**config.mk**
```make
export PLATFORM = sky130hd
export DESIGN_NAME = time_preset_entry
export DESIGN_NICKNAME = d
export VERILOG_FILES = /design/src/rtl/time_preset_entry.sv
export SDC_FILE = /design/constraint.sdc
export NUM_CORES = 1
export LEC_CHECK = 0
export ABC_AREA = 1
export BUFFER_PORTS_ARGS = -buffer_cell sky130_fd_sc_hd__buf_2
export CAP_MARGIN = 20
export CORE_MARGIN = 3
export CORE_UTILIZATION = 50
export DETAILED_ROUTE_END_ITERATION = 12
export HOLD_SLACK_MARGIN = 0.1
export PLACE_DENSITY = 0.67
export SLEW_MARGIN = 20
export SYNTH_ARGS = -nofsm -noshare
export SYNTH_HDL_FRONTEND = slang
export SYNTH_HIERARCHICAL = 1
export SYNTH_SLANG_ARGS = --single-unit
```
**constraint.sdc**
```tcl
create_clock -name clk -period 2.4 [get_ports clk]
set_input_delay 0.48 -clock clk [delete_from_list [all_inputs] [get_ports clk]]
set_output_delay 0.48 -clock clk [all_outputs]
set_load 0.05 [all_outputs]
```
**src/rtl/time_preset_entry.sv**
```systemverilog
// rtl/time_preset_entry.sv - pushbutton front-end for the MM:SS countdown timer
// Produces BCD preset digits, a one-cycle reload strobe and a run level.

module time_preset_btn #(
  parameter logic [15:0] DEB_CYCLES = 16'd50000
) (
  input  logic clk,
  input  logic rst,
  input  logic btn,
  output logic pulse
);

  logic        sync_a;
  logic        sync_b;
  logic        level;
  logic        level_q;
  logic [15:0] count;

  always_ff @(posedge clk or posedge rst) begin
    if (rst) begin
      sync_a  <= 1'b0;
      sync_b  <= 1'b0;
      level   <= 1'b0;
      level_q <= 1'b0;
      count   <= 16'd0;
    end else begin
      sync_a  <= btn;
      sync_b  <= sync_a;
      level_q <= level;
      if (sync_b == level) begin
        count <= 16'd0;
      end else if (count + 16'd1 == DEB_CYCLES) begin
        level <= sync_b;
        count <= 16'd0;
      end else begin
        count <= count + 16'd1;
      end
    end
  end

  // Only the accepted rising level makes a pulse; holding never repeats.
  assign pulse = level & ~level_q;

endmodule

module time_preset_entry #(
  parameter logic [15:0] DEB_CYCLES = 16'd50000,
  parameter logic [3:0]  D0_INIT    = 4'd0,
  parameter logic [3:0]  D1_INIT    = 4'd0,
  parameter logic [3:0]  D2_INIT    = 4'd1,
  parameter logic [3:0]  D3_INIT    = 4'd5
) (
  input  logic       clk,
  input  logic       rst,
  input  logic       btn_next,
  input  logic       btn_inc,
  input  logic       btn_dec,
  input  logic       btn_start,
  output logic [3:0] set0,
  output logic [3:0] set1,
  output logic [3:0] set2,
  output logic [3:0] set3,
  output logic [1:0] cursor,
  output logic       run,
  output logic       load,
  output logic       editing
);

  typedef enum logic [1:0] {
    ST_EDIT = 2'd0,
    ST_RUN  = 2'd1,
    ST_HOLD = 2'd2
  } state_t;

  logic p_next;
  logic p_inc;
  logic p_dec;
  logic p_start;

  time_preset_btn #(.DEB_CYCLES(DEB_CYCLES)) u_btn_next (
    .clk(clk), .rst(rst), .btn(btn_next), .pulse(p_next)
  );
  time_preset_btn #(.DEB_CYCLES(DEB_CYCLES)) u_btn_inc (
    .clk(clk), .rst(rst), .btn(btn_inc), .pulse(p_inc)
  );
  time_preset_btn #(.DEB_CYCLES(DEB_CYCLES)) u_btn_dec (
    .clk(clk), .rst(rst), .btn(btn_dec), .pulse(p_dec)
  );
  time_preset_btn #(.DEB_CYCLES(DEB_CYCLES)) u_btn_start (
    .clk(clk), .rst(rst), .btn(btn_start), .pulse(p_start)
  );

  state_t     state;
  state_t     state_n;
  logic [1:0] cur;
  logic [1:0] cur_n;
  logic       load_q;
  logic       load_n;
  logic [3:0] dig   [4];
  logic [3:0] dig_n [4];
  logic [3:0] sel;
  logic [3:0] lim;

  always_ff @(posedge clk or posedge rst) begin
    if (rst) begin
      state  <= ST_EDIT;
      cur    <= 2'd0;
      load_q <= 1'b0;
      dig[0] <= D0_INIT;
      dig[1] <= D1_INIT;
      dig[2] <= D2_INIT;
      dig[3] <= D3_INIT;
    end else begin
      state  <= state_n;
      cur    <= cur_n;
      load_q <= load_n;
      for (int i = 0; i < 4; i++) begin
        dig[i] <= dig_n[i];
      end
    end
  end

  always_comb begin
    state_n = state;
    cur_n   = cur;
    load_n  = 1'b0;
    for (int i = 0; i < 4; i++) begin
      dig_n[i] = dig[i];
    end
    sel = dig[cur];
    // Second-tens digit counts 0..5, every other digit 0..9.
    lim = (cur == 2'd2) ? 4'd5 : 4'd9;

    case (state)
      ST_EDIT: begin
        if (p_start) begin
          state_n = ST_RUN;
          // A reload issued the cycle before already carries these digits.
          load_n  = ~load_q;
        end else if (p_next) begin
          cur_n = cur + 2'd1;
        end else if (p_inc) begin
          dig_n[cur] = (sel == lim) ? 4'd0 : sel + 4'd1;
        end else if (p_dec) begin
          dig_n[cur] = (sel == 4'd0) ? lim : sel - 4'd1;
        end
      end
      ST_RUN: begin
        if (p_start) begin
          state_n = ST_HOLD;
        end
      end
      ST_HOLD: begin
        if (p_start) begin
          state_n = ST_RUN;
        end else if (p_next) begin
          state_n = ST_EDIT;
          load_n  = ~load_q;
          cur_n   = 2'd0;
        end
      end
      default: begin
        state_n = ST_EDIT;
      end
    endcase
  end

  assign set0    = dig[0];
  assign set1    = dig[1];
  assign set2    = dig[2];
  assign set3    = dig[3];
  assign cursor  = cur;
  assign load    = load_q;
  assign run     = (state == ST_RUN);
  assign editing = (state == ST_EDIT);

endmodule

```
Yosys cells after proc, flatten, opt, wreduce, memory -nomap -nowiden:

Index checks and enable logic that the tools add are counted.

* logic and storage cells: 116
* bits of input ports: 6
* bits in registers: 101
* output and inout port bits: 21

* $lt $le $gt $ge: 2
* equal/unequal tests: 19
* reduce and logical (&&, ||, !) cells: 12
* bitwise gates (word level): 16
* add/subtract/negate cells: 7
* mux-type cells: 33

Operator list (number)
* $mux 16: 10
* $add 16x1->16 const B: 4
* $eq 16x16->1 const B: 4
* $bwmux 16: 2
* $mux 4: 6
* $mux 2: 7
* $not 1->1: 11
* $bmux 4 s2: 1
* $demux 4 s2: 1
* $reduce_and 2->1: 4
* $ne 2x1->1 const B: 3
* $ne 2x2->1 const B: 3
* $pmux 2 s3: 1
* $reduce_and 5->1: 1
* $add 4x1->4 const B: 1
* $and 1x1->1: 4
* $eq 1x1->1: 4
* $eq 2x2->1 const B: 2
* $eq 4x4->1: 1
* $logic_not 4->1: 1
* $pmux 2 s2: 1
* $reduce_and 4->1: 1
* $reduce_bool 2->1: 2
* $sub 4x1->4 const B: 1
* other kinds (11): 13

Logic depth before layout (Yosys ltp):

* depth after elaboration: 9
* depth in mapped cells: 15
* mapped depth without buffers: 13

Modules after synthesis:

Netlist, hierarchy kept.

Modules (own cells, without submodules)
* time_preset_btn: cells each 175, area each 1196.1 µm², seq. area each 500.5 µm², instances 4
* time_preset_entry: cells each 189, area each 1395.1 µm², seq. area each 529.3 µm², instances 1

Worst setup path before layout:

OpenSTA, ideal clock, no wires.

* kind: register to register
* start point: register cur[0], in the netlist cursor[0]
* end point: register dig (netlist bit set2[2])
* setup slack: 0.258 ns
* required time: 2.282 ns
* data arrival time: 2.024 ns
* buffers on the path: 2
* cell stages (with the launch flop): 15
* setup time: 0.118 ns
* period minus slack after synthesis: 2.142 ns
* path through: dfrtp_1 buf_6 inv_4 buf_12 nand2_1 nand3_1 nand2_1 ha_1 nand3_4 nor2_2 nor2_2 nand2_1 nand2_2 nand2_1 nand2_1

* word-level cells in the longest chain between the ends: 9
* elaborated cells on any way between the ends: 21
* classes of those cells: add/sub: 2; order compare: 2; eq/ne: 2; mux: 12; bitwise: 1; reduce/logical: 2

Ends and longest elaborated chain
* start: declaration: RTL line 95 `logic [1:0] cur;`
* start signal: assignment: RTL line 115 `cur <= cur_n;`
* $not 2->3: RTL line 130, 143, 145
* $bmux 4 s2: RTL line 130 `sel = dig[cur];`
* $mux 4 (not written as such) (2 in series): RTL line 130
* $sub 4x1->4 or $logic_not 4->1 (tied branches): RTL line 145 `dig_n[cur] = (sel == 4'd0) ? lim : sel - 4'd1;`
* $mux 4: RTL line 145
* $bwmux 16: RTL line 145
* $mux 16: RTL line 144 `end else if (p_dec) begin`
* $mux 16 (*): RTL line 142 `end else if (p_inc) begin`
* end signal: indexed assignment: RTL line 118 `dig[i] <= dig_n[i];`
* end: declaration: RTL line 99 `logic [3:0] dig [4];`

Every way passes the cells marked *; elsewhere a longest branch is shown, timed or not. The select of a mux whose other input is x is not followed.
A chain may end at the register's enable or synchronous reset.

Final worst setup path:

Ends and elaborated chain as after synthesis.

==> results.txt <==
----------------------------------------------------
[Yosys]
  Top flip-flop cell by instance count after synthesis ... sky130_fd_sc_hd__dfrtp_1
  Top-area cell type share of the netlist area ... 39.7%
  Flops & latches, synth ... 101
  Synthesized instance count ... 889
  Synth area leaders ... sky130_fd_sc_hd__dfrtp_1 (40%), sky130_fd_sc_hd__nand2_1 (19%), sky130_fd_sc_hd__nor2_1 (7.9%)
  Avg Synthesized Cell Area ... 6.95 um2
  Dominant cell type by area after synthesis ... sky130_fd_sc_hd__dfrtp_1
  Post-synthesis cell type count ... 31
  Nets in the synthesized netlist ... 907
  Post-synthesis async set-or-reset flop share ... 100%
  Fraction of the yosys area taken by sequential cells ... a little over 40%
  Yosys Warn Count ... 6
  Number of enable-type register cells in the synthesized netlist ... 0
  Cell area after technology mapping ... 6180 um2

[STA]
  Final max-slew violation count ... 0
  Slew @ Worst Pin ... 817 ps
  Achievable frequency ... 512 MHz
  Worst clock skew on the final layout ... 7.09 ps
  Setup Viol. Count Final ... 0
  Max transition margin ... 45.5%
  Total negative slack ... 0 ps
  Worst-case hold slack ... between 200 and 250 ps
  Unrepaired setup endpoints after global routing ... no
  Final Critical Period ... just under 2000 ps
  Ratio of final minimum period to clock period ... 81.4%
  Fin. Hold Viols ... 0

[Route]
  DRT Wirelength ... 14,000 um
  First DRT Iteration DRCs ... 532
  First-pass detailed-route iteration total ... 6
  Post-detailed-route wirelength per cell ... 12.7 um
  Number of antenna-violating nets in the routed design ... 0
  Number of remaining DRC errors ... 0
  Overall via count from detail_route ... 5,592
  Routed via count divided by cell count ... 5.11

[Placement]
  Routability congestion estimate ... roughly 0.99
  Number of buffer cells added on primary ports ... 26
  Instance area at placement ... 6510 um2
  Detail Placement HPWL ... 10,600 um

[Floorplan]
  Die Area ... between 10,000 and 15,000 um2
  Die X-Extent ... 117 um
  Rows ... 39
  IO Pins ... 27
  Overall die height ... about 120 um
  Starting utilization of the core area ... 52.5%
  Core footprint ... about 12,000 um2

[Critical path]
  Crit path launch type ... register
  Cell type of the slowest stage on the worst timing path ... sky130_fd_sc_hd__dfrtp_1
  Register-to-Register Path Depth ... 12
  Cells traversed along the worst timing path ... inv_4 -> nand2_1 -> nand3_1 -> nand2_1 -> ha_1 -> nand3_4 -> nor2_2 -> nor2_2 -> nand2_1 -> nand2_2 -> nand2_1 -> nand2_1
  CP peak stage delay ... 570 ps
  Required time of the critical path ... around 2600 ps
  Data arrival time at the worst-slack endpoint ... 2190 ps
  Startpoint of the most critical register-to-register path ... cursor[0]
  Reg2reg setup slack ... 450 ps
  Crit. End Element ... register
  Most used cell along the critical path ... sky130_fd_sc_hd__nand2_1
  RR Endpoint ... set2[2]
  Largest fanout on the critical path ... 12
  CP Class ... reg -> reg

[Clock network]
  Clock Tree Buf Depth ... 2
  Clock tree from TritonCTS ... done
  Cell at the root of the clock tree ... sky130_fd_sc_hd__clkbuf_16
  # clock sinks ... about 100
  H-tree lvl count ... 3
  Number of hold buffers added after CTS ... 0
  Resize count post-CTS ... 0
  Post CTS Setup Buffer Count ... 0
  Clock Latency Late Sink ... 350 ps
  Register clock-pin slew on the reported worst setup and hold paths ... 70 ps
  CTS buffer count ... 9

[Layout]
  Proportion of layout cells with a drive suffix above 1 ... 12.1%
  # fillers ... 1,085
  Most frequent standard cell in the layout excluding fill and tap cells ... sky130_fd_sc_hd__nand2_1
  Commonest non-fill, non-tap cells in the layout ... sky130_fd_sc_hd__nand2_1 (305), sky130_fd_sc_hd__nor2_1 (130), sky130_fd_sc_hd__inv_1 (115)
  Post-layout nets ... around 940
  Antenna Diode Count ... 0
  Total non-filler cell area in the finished layout ... 6790 um2
  Area growth from synthesis to final layout ... 9.90%

[GRT]
  Via count of the first global-routing pass ... between 5,000 and 6,000
  Antenna violations before repair ... 0
  Global route total overflow ... 0
  Global-route wire length before repair ... around 24,000 um
  Largest net degree at the start of global routing ... 22
  Total routing usage reported by global routing ... 22.3%

[Min path]
  WHS Endpoint ... u_btn_next/sync_a
  Instance count along the most critical hold path ... 1
  Worst min-delay path startpoint ... btn_next
  Worst min path class ... in -> reg

[Power]
  Power density cells ... 476 nW/um2
  Static leakage ... 3.39 nW
  Largest vdd supply drop ... ~0.5 mV

[Outcome]
  Run status ... finished clean

[Flow run]
  Max-cap viol count ... 0

----------------------------------------------------
metrics by stage:
stage | util, % | cells | power (W) | setup slack, ps
after CTS | 57.8 | 1095 | 0.00328 | 465
after global placement | 55.4 | 1079 | 0.00188 | 561
after floorplan | - | 889 | 0.00185 | 258
final | 57.8 | 1095 | 0.00323 | 446
after detailed placement | 55.4 | 1079 | 0.00188 | 486
after global routing | 57.8 | 1095 | 0.00337 | 202
cell type report:
| type | count | area [um2] | area share, % |
|---|---|---|---|
| flip-flops and latches | 101 | 2530 | 37.3 |
| inverters | 122 | 463 | 6.82 |
| well taps | 164 | 205 | 3.02 |
| multi-input cells | 660 | 3140 | 46.2 |
| repair buffers | 32 | 175 | 2.58 |
| clock inverters | 5 | 35.0 | 0.516 |
| clock buffers | 11 | 243 | 3.57 |
Yosys cell counts (6+ instances only):
master                    count
sky130_fd_sc_hd__a21oi_1      6
sky130_fd_sc_hd__nand2_2     13
sky130_fd_sc_hd__nand3_1     90
sky130_fd_sc_hd__inv_1      115
sky130_fd_sc_hd__nand2_1    305
sky130_fd_sc_hd__dfrtp_1     98
sky130_fd_sc_hd__nor2_2      22
sky130_fd_sc_hd__ha_1        12
sky130_fd_sc_hd__nor2_4       8
sky130_fd_sc_hd__nand4_1     21
sky130_fd_sc_hd__o21ai_0     16
sky130_fd_sc_hd__nor2_1     130
cells by family after synthesis:
logic type / share of synthesized area, %
simple gates: 43.6
buf+inv: 8.24
flops: 41.0
compound gates: 3.36
fa+ha+maj: 2.43
xor+xnor: 1.42
registers in the layout (all words and copies together) (netlist names), 2 cells and up:
name               count
cursor                 2
set2                   4
u_btn_next/count      16
set1                   4
u_btn_dec/count       16
u_btn_inc/count       16
set3                   4
set0                   4
u_btn_start/count     16
state                  2
metal layers:
| layer | vias up | part of all wire, % | GRT usage (%) | routed length, um |
|---|---|---|---|---|
| met1 | 2558 | 48 | 31.8 | 6720 |
| met5 | - | 0 | 0 | 0 |
| met4 | 0 | 1.4 | 5.28 | 193 |
| li1 | 2836 | - | - | - |
| met3 | 21 | 6.9 | 5.60 | 958 |
| met2 | 177 | 44 | 34.2 | 6090 |
where the power goes:
part	total (W)	internal (W)	switching, W
clock	0.00139	0.000734	0.000654
combinational	0.000102	0.0000263	0.0000762
sequential	0.00174	0.00172	0.0000181
total	0.00323	0.00248	0.000748
worst max-delay path, delay by kind of cell, from the launching register on:
family,cells,cell delay [ps]
flops,1,570
buf+inv,1,130
fa+ha+maj,1,250
simple gates,10,880
worst max path at each step:
stage                   start      end  slack, ps  cells after the start
global placement    cursor[0]  set1[0]        560                     11
finish              cursor[0]  set2[2]        450                     12
global route        cursor[0]  set2[1]        200                     12
floorplan           cursor[0]  set2[2]        260                     14
detailed placement  cursor[0]  set0[0]        490                     11
CTS                 cursor[0]  set2[2]        460                     12
Power figures use the tool's default switching activity.
